--- src/rtl/victim_wb_buffer.sv ---
// victim_wb_buffer
//   Write-back buffer that sits behind the victim cache. Dirty lines displaced
//   from the cache are queued in a small circular FIFO and written to memory
//   one at a time. While a line waits in the buffer, a cache miss can probe it
//   by tag and take the data straight back. A flush request stops new lines
//   from being accepted, lets the queue drain, and then pulses flush_done.
//
// Ports
//   clk, rst                  clock and synchronous active-high reset
//   evict_valid/dirty/tag/data  line offered by the victim cache
//   evict_ready               buffer takes the offer this cycle
//   lookup_tag                miss tag probed by the cache
//   lookup_hit/lookup_data    youngest buffered entry matching lookup_tag
//   mem_wr_req/tag/data       write-back request to memory (head entry)
//   mem_wr_ack                memory accepted the current write
//   flush_req                 one-cycle pulse: drain all entries
//   flush_done                one-cycle pulse: drain complete

module victim_wb_buffer #(
  parameter int DCACHE_LINE_WIDTH = 128,
  parameter int DCACHE_TAG_BITS   = 24,
  parameter int WB_DEPTH          = 4
) (
  input  logic                         clk,
  input  logic                         rst,
  input  logic                         evict_valid,
  input  logic                         evict_dirty,
  input  logic [DCACHE_TAG_BITS-1:0]   evict_tag,
  input  logic [DCACHE_LINE_WIDTH-1:0] evict_data,
  output logic                         evict_ready,
  input  logic [DCACHE_TAG_BITS-1:0]   lookup_tag,
  output logic                         lookup_hit,
  output logic [DCACHE_LINE_WIDTH-1:0] lookup_data,
  output logic                         mem_wr_req,
  output logic [DCACHE_TAG_BITS-1:0]   mem_wr_tag,
  output logic [DCACHE_LINE_WIDTH-1:0] mem_wr_data,
  input  logic                         mem_wr_ack,
  input  logic                         flush_req,
  output logic                         flush_done
);

  localparam int PTR_W = $clog2(WB_DEPTH);
  localparam int CNT_W = PTR_W + 1;

  typedef enum logic {
    IDLE,
    SEND
  } state_t;

  state_t state, state_next;

  logic [DCACHE_TAG_BITS-1:0]   tag_mem  [WB_DEPTH];
  logic [DCACHE_LINE_WIDTH-1:0] data_mem [WB_DEPTH];

  logic [PTR_W-1:0] wr_ptr, rd_ptr;
  logic [CNT_W-1:0] count, count_next;
  logic             flush_pending;
  logic             push, pop;
  logic [PTR_W-1:0] lookup_idx;

  // Ready depends only on registered state so the cache never sees a
  // combinational path from its own offer back into ready. A full buffer
  // being popped this cycle therefore still reports not-ready.
  assign evict_ready = (count < CNT_W'(WB_DEPTH)) && !flush_pending;

  // Clean lines are handshaken but never stored: memory already holds them.
  assign push = evict_valid && evict_ready && evict_dirty;
  assign pop  = (state == SEND) && mem_wr_ack;

  assign flush_done = flush_pending && (count == '0);

  always_comb begin
    count_next = count;
    case ({push, pop})
      2'b10:   count_next = count + CNT_W'(1);
      2'b01:   count_next = count - CNT_W'(1);
      default: count_next = count;
    endcase
  end

  // Line storage carries no reset; validity comes entirely from count/rd_ptr.
  always_ff @(posedge clk) begin
    if (push) begin
      tag_mem[wr_ptr]  <= evict_tag;
      data_mem[wr_ptr] <= evict_data;
    end
  end

  // FIFO bookkeeping. Pointers wrap for free because depth is a power of two.
  // A flush request is only latched when none is outstanding, and the pending
  // flag drops on the same edge that flush_done is presented.
  always_ff @(posedge clk) begin
    if (rst) begin
      wr_ptr        <= '0;
      rd_ptr        <= '0;
      count         <= '0;
      flush_pending <= 1'b0;
    end else begin
      if (push) begin
        wr_ptr <= wr_ptr + PTR_W'(1);
      end
      if (pop) begin
        rd_ptr <= rd_ptr + PTR_W'(1);
      end
      count <= count_next;
      if (flush_pending) begin
        flush_pending <= (count != '0);
      end else begin
        flush_pending <= flush_req;
      end
    end
  end

  // Write-back FSM state register.
  always_ff @(posedge clk) begin
    if (rst) begin
      state <= IDLE;
    end else begin
      state <= state_next;
    end
  end

  // Stay in SEND back-to-back while entries remain after each acknowledge.
  always_comb begin
    state_next = state;
    case (state)
      IDLE: begin
        if (count != '0) begin
          state_next = SEND;
        end
      end
      SEND: begin
        if (pop && (count_next == '0)) begin
          state_next = IDLE;
        end
      end
      default: state_next = IDLE;
    endcase
  end

  // The head entry is presented only while a write is in flight.
  always_comb begin
    mem_wr_req  = 1'b0;
    mem_wr_tag  = '0;
    mem_wr_data = '0;
    if (state == SEND) begin
      mem_wr_req  = 1'b1;
      mem_wr_tag  = tag_mem[rd_ptr];
      mem_wr_data = data_mem[rd_ptr];
    end
  end

  // Scan from oldest to youngest so a later match overrides an earlier one,
  // giving the most recently evicted copy of a tag. The head being popped
  // this cycle is still inside the valid window, so it still hits.
  always_comb begin
    lookup_hit  = 1'b0;
    lookup_data = '0;
    lookup_idx  = '0;
    for (int k = 0; k < WB_DEPTH; k++) begin
      lookup_idx = rd_ptr + PTR_W'(k);
      if ((CNT_W'(k) < count) && (tag_mem[lookup_idx] == lookup_tag)) begin
        lookup_hit  = 1'b1;
        lookup_data = data_mem[lookup_idx];
      end
    end
  end

endmodule

--- config.mk ---
export PLATFORM = sky130hd
export DESIGN_NAME = victim_wb_buffer
export DESIGN_NICKNAME = d
export VERILOG_FILES = /design/src/rtl/victim_wb_buffer.sv
export SDC_FILE = /design/constraint.sdc
export NUM_CORES = 1
export LEC_CHECK = 0
export CAP_MARGIN = 10
export CORE_MARGIN = 2
export CORE_UTILIZATION = 50
export CTS_CLUSTER_DIAMETER = 120
export CTS_CLUSTER_SIZE = 24
export DETAILED_ROUTE_END_ITERATION = 6
export PLACE_DENSITY_LB_ADDON = 0.1
export SYNTH_ARGS = -nofsm -noshare
export SYNTH_HDL_FRONTEND = slang
export SYNTH_SLANG_ARGS = --single-unit
export TNS_END_PERCENT = 10
--- constraint.sdc ---
create_clock -name clk -period 17.75 [get_ports clk]
set_input_delay 5.325 -clock clk [delete_from_list [all_inputs] [get_ports clk]]
set_output_delay 5.325 -clock clk [all_outputs]
set_load 0.005 [all_outputs]
==> results.tsv, run 1 <==
stage	metric	value	unit
detailed_routing	vias	31440	
global_route	antenna_found_initial	30	
critical_path	cp_max_fo	74	
sta	slew_headroom	0.105	
floorplanning	io-pin-count	466	
synth	async_reset_ff_frac	0	
floorplanning	die_area	82400	um2
layout	final_common_cell	edfxtp_1	
detailed_routing	drt_iter0_markers	3813	
sta	worst_pin_slew	1.34	ns
clock_network	clk_latency	0.65	ns
layout	drive_above_1_share	0.157	
layout	nets	3596	
sta	hold_viol_final	0	
placed_design	gp_congestion	0.917	
worst_hold_path	hold_path.class	flop to flop	
floorplanning	die_h	287	um
layout	final_cell_mix	608 x edfxtp_1, 465 x clkdlybuf4s50_1, 297 x mux4_2	
synth	yosys.area.top_type	edfxtp_1	
synth	yosysTopAreaCellShare	0.456	
global_route	grt_max_degree	250	
synth	yosys_warnings	0	
layout	area_delta_synth_final	14.5	%
layout	final_util	0.580	
clock_network	post-cts-setup-buffers	0	
synth	ys.flop_type	edfxtp_1	
pwr	power_density	59.7	nW/um2
clock_network	cts_sinks	619	
synth	syn_avg_cell_area	12.4	um2
placed_design	dp_cells	4421	
floorplanning	start_util	0.506	
clock_network	clockBufferDepth	3	
placed_design	dp_slack	2.18	ns
worst_hold_path	hold_path_startpoint	flush_pending	
synth	synth_edf_count	608	
synth	synthesis.nets	3413	
clock_network	hold_buffers	0	
sta	tns	0	ns
placed_design	port_buffers	465	
synth	synthCells	3221	
floorplanning	die_w	287	um
critical_path	crit_path_start_kind	primary input	
placed_design	dp_hpwl	81.9	mm
global_route	grt_pass1_wl	202	mm
clock_network	path_clk_slew	0.11	ns
detailed_routing	wl_per_cell	30.5	um
critical_path	arrival	10.41	ns
floorplanning	fp.coreArea	79100	um2
clock_network	cts_buffers	30	
critical_path	crit_required	12.42	ns
sta	rsz0062_at_grt	false	
sta	fin_crit_sh	0.886	
critical_path	cp-startpoint	lookup_tag[7]	
synth	netlist_top_cells_area	edfxtp_1 46%, mux4_2 17%, mux2i_1 5.3%	
sta	fin_skew	0.0245	ns
pwr	p_leak	12.8	nW
global_route	grt_use_total	0.324	
sta	setup_viol	0	
floorplanning	rows	103	
synth	syn_area	40100	um2
detailed_routing	routed_wl	137	mm
clock_network	tritoncts	yes	
sta	slew_viol_final	0	
critical_path	path_class	primary input to output port	
status	outcome	complete, no violations	
sta	worst_slack	2.02	ns
layout	final_cells	4483	
detailed_routing	routed_via_density	7.01	
critical_path	r2r-start	count[2]	
clock_network	htree_levels	1	
critical_path	endpoint_kind	output port	
synth	seq_area_frac_synth	0.461	
pwr	peakVddDrop	0.0872	mV
detailed_routing	drcViolationCount	0	
detailed_routing	drt-pass1-iter-count	6	
run	drv_cap	0	
synth	ys_ff_latch	619	
sta	min_period	15.73	ns
clock_network	cts_resized	0	
sta	max_freq	63.6	MHz
clock_network	root_buffer	clkbuf_16	
global_route	grt_pass1_vias	31014	
global_route	grt_remaining_overflow	0	
synth	yosysUniqueCellTypes	66	
layout	fillers	6395	
detailed_routing	detail-route-antenna-nets	0	
## where the power goes
part,total [mW],switching (mW),leakage (nW),internal [mW]
clock network,0.792,0.471,0.404,0.321
logic,0.288,0.145,6.77,0.144
registers,1.66,0.0237,5.60,1.63
## through the flow
stage | power, mW | hold slack, ns | instance area, um2
after floorplan | 1.85 | 0.477 | 40100
after global placement | 1.97 | 0.491 | 45000
after detailed placement | 1.98 | 0.506 | 45000
after CTS | 2.75 | 0.521 | 45800
after global routing | 2.82 | 0.581 | 45900
final | 2.74 | 0.518 | 45900
## cell usage after synthesis (63+ instances only)
| cell type | n |
|---|---|
| mux2i_1 | 214 |
| and2_1 | 152 |
| a211oi_1 | 128 |
| xnor2_1 | 63 |
| nand2_1 | 147 |
| nand3_1 | 132 |
| mux4_2 | 297 |
| nor3_1 | 133 |
| nor2_1 | 148 |
| buf_2 | 87 |
| edfxtp_1 | 608 |
| o211ai_1 | 131 |
| o21ai_0 | 137 |
| a311oi_1 | 128 |
| clkbuf_1 | 202 |
| mux2_2 | 134 |
| a21oi_1 | 143 |
## cells by family (layout without fill, tap and decap cells)
group,count (synthesis),after routing,synth area share
other,0,17,0
AOI/OAI and AO/OA,731,731,0.125
buffers and inverters,376,571,0.0422
xor gates and xnor gates,82,82,0.0179
and+or+nand+nor,757,757,0.0925
DFF,619,619,0.461
adders and majority gates,10,10,0.00312
muxes,646,646,0.258
## flip-flops by register name, indices dropped and copies added (netlist names), named ones only
signal         count
wr_ptr             2
data_mem         512
rd_ptr             2
count              3
flush_pending      1
tag_mem           96
state              1
## worst max-delay path, cell delays in order
cell,delay (ns)
clkdlybuf4s50_1,0.87
o22ai_1,0.18
or3_1,0.39
o31ai_1,0.42
and3_4,0.66
a21boi_4,0.34
buf_16,0.27
buf_4,0.44
a311oi_1,0.80
clkdlybuf4s50_1,0.64
## final cells by class
class | count | area, um2 | area share
inverter | 13 | 48.8 | 0.00106
tap | 1050 | 1310 | 0.0286
multi-input combinational | 2226 | 20000 | 0.435
clock buffer | 39 | 806 | 0.0176
antenna | 17 | 42.5 | 0.000927
clock inverter | 5 | 43.8 | 0.000955
sequential | 619 | 18500 | 0.403
timing repair buffer | 514 | 5150 | 0.112
## layer usage
layer  wire length, um  global-route usage  vias to the layer above
met4              4550               0.111                       30
met2             65100               0.521                     1957
met3             14800              0.0726                      300
met5               187                   0                        -
met1             52000               0.436                    15865
li1                  -                   -                    13288
## path summary, 6_finish.rpt
path | end | slack, ns | cells after the start
min | flush_pending | 0.52 | 2
max | lookup_data[21] | 2.02 | 10
max reg2reg | data_mem[2][72] | 14.12 | 5
min reg2reg | flush_pending | 0.52 | 2
Power figures use the tool's default switching activity.
==> run 2: changes to the inputs <==
--- a/config.mk
+++ b/config.mk
@@ -6,7 +6,7 @@
 export NUM_CORES = 1
 export LEC_CHECK = 0
 export CAP_MARGIN = 10
-export CORE_MARGIN = 2
+export CORE_MARGIN = 5
 export CORE_UTILIZATION = 50
 export CTS_CLUSTER_DIAMETER = 120
 export CTS_CLUSTER_SIZE = 24
==> run 2 against run 1 <==
Flip-flop and latch count stayed put. Fmax increased by 1.5%. Global-route usage down 1.8 points. Critical path depth down 1. Wire length is 0.48% higher. Die area rose by 4.2%. Clock skew is 0.0057 ns higher. First-iteration DRC count shrank 4.0%. Critical path type unchanged. Final cell count decreased by 0.16%. Highest routed layer unchanged. Count of clock-buffer cells in the layout did not move. Design area is 0.12% lower.
==> results.tsv, run 2 (synthesized netlist as in run 1, its figures left out) <==
stage	metric	value	unit
status	outcome	complete, no violations	
layout	nets	3586	
detailed_routing	detail-route-antenna-nets	0	
floorplanning	rows	103	
detailed_routing	drt_iter0_markers	3659	
clock_network	path_clk_slew	0.10	ns
layout	final_common_cell	edfxtp_1	
clock_network	root_buffer	clkbuf_16	
detailed_routing	drcViolationCount	0	
floorplanning	die_w	293	um
clock_network	hold_buffers	0	
pwr	power_density	59.7	nW/um2
detailed_routing	routed_via_density	7.06	
placed_design	dp_hpwl	81.7	mm
clock_network	htree_levels	1	
global_route	grt_use_total	0.306	
sta	worst_pin_slew	1.27	ns
critical_path	crit_top_cell	clkdlybuf4s50_1	
floorplanning	start_util	0.506	
layout	multi_input_area	20000	um2
layout	final-seq-area	18500	um2
placed_design	port_buffers	465	
detailed_routing	drt-pass1-iter-count	6	
layout	largest_register_ff_count	512	
worst_hold_path	hold_end	flush_pending	
clock_network	cts_sinks	619	
sta	max_freq	64.5	MHz
global_route	grt_pass1_wl	203	mm
critical_path	arrival	10.17	ns
critical_path	crit_path_start_kind	primary input	
detailed_routing	vias	31580	
sta	tns	0	ns
clock_network	post-cts-setup-buffers	0	
critical_path	cp_slowest_cell	and3_4	
worst_hold_path	holdPathStages	2	
worst_hold_path	hold_path_startpoint	flush_pending	
sta	hold_viol_final	0	
sta	min_period	15.50	ns
critical_path	reg2reg_depth	4	
placed_design	dp_slack	2.31	ns
clock_network	cts_resized	0	
clock_network	clockBufferDepth	3	
critical_path	cp_max_fo	55	
detailed_routing	wl_per_cell	30.7	um
layout	final_cell_mix	608 x edfxtp_1, 465 x clkdlybuf4s50_1, 297 x mux4_2	
worst_hold_path	hold_path.class	flop to flop	
global_route	grt_remaining_overflow	0	
clock_network	clk_latency	0.65	ns
layout	fillers	6379	
sta	setup_viol	0	
placed_design	gp_congestion	0.885	
layout	area_delta_synth_final	14.3	%
floorplanning	io-pin-count	466	
pwr	report.power.total	2.74	mW
layout	top_register	data_mem	
layout	final_util	0.578	
layout	drive_above_1_share	0.155	
critical_path	regToRegSetupSlack	14.45	ns
critical_path	critPathMaxStageDelay	0.96	ns
sta	fin_crit_sh	0.873	
critical_path	endpoint_kind	output port	
critical_path	r2r-start	count[2]	
layout	reg.largest.list	data_mem x512, tag_mem x96, count x3	
floorplanning	fp.coreArea	79300	um2
critical_path	crit_required	12.42	ns
detailed_routing	routed_wl	137	mm
sta	worst_slack	2.25	ns
global_route	antenna_found_initial	26	
sta	fin_skew	0.0302	ns
sta	slew_headroom	0.156	
critical_path	crit_chain	clkdlybuf4s50_1 -> o22ai_1 -> or3_1 -> o31ai_1 -> and3_4 -> buf_4 -> a211oi_1 -> a311oi_1 -> clkdlybuf4s50_1	
floorplanning	die_area	85900	um2
sta	rsz0062_at_grt	false	
global_route	grt_pass1_vias	31730	
clock_network	cts_buffers	30	
sta	slew_viol_final	0	
clock_network	tritoncts	yes	
run	drv_cap	0	
critical_path	path_class	primary input to output port	
pwr	peakVddDrop	0.0703	mV
global_route	grt_max_degree	254	
floorplanning	die_h	293	um
critical_path	rr_endpoint	tag_mem[0][9]	
pwr	p_leak	12.7	nW
[run 2: cell type report]
cell class	count	area share
clock buffer	39	0.0176
antenna	20	0.00109
timing repair buffer	504	0.111
tap	1050	0.0287
inverter	13	0.00107
multi-input combinational	2226	0.436
clock inverter	5	0.00112
sequential	619	0.404
[run 2: how the worst max path moves through the flow]
stage,from,end,slack (ns),cells after the start
after floorplan,lookup_tag[17],lookup_data[100],4.96,9
after global placement,lookup_tag[7],lookup_data[89],2.30,9
after CTS,lookup_tag[7],lookup_data[89],2.30,9
after detailed placement,lookup_tag[7],lookup_data[89],2.31,9
after global routing,lookup_tag[7],lookup_data[89],2.10,9
final,lookup_tag[7],lookup_data[89],2.25,9
[run 2: report_power, final]
part | total, mW | switching, mW | leakage, nW | internal, mW
logic | 0.287 | 0.144 | 6.71 | 0.143
clock network | 0.789 | 0.467 | 0.418 | 0.323
registers | 1.66 | 0.0240 | 5.60 | 1.63
total | 2.74 | 0.634 | 12.7 | 2.10
[run 2: per-layer routing]
layer / vias up / track usage / share of wire
met4: 14 / 0.113 / 0.039
met5: - / 0 / 0.00068
met3: 338 / 0.0649 / 0.10
met2: 1968 / 0.493 / 0.47
met1: 15994 / 0.412 / 0.38
li1: 13266 / - / -
[run 2: through the flow]
step                      std cells  area, um2  hold slack (ns)
after global routing           4469      45800            0.554
after CTS                      4456      45800            0.541
after global placement         4412      44900            0.492
after detailed placement       4412      44900            0.527
final                          4476      45800            0.537
after floorplan                3221      40100            0.477
[run 2: worst max-delay path: cells and delay by family]
kind            cells  cell delay, ns
compound gates      4            1.31
buf+inv             3            2.15
simple gates        2            1.34
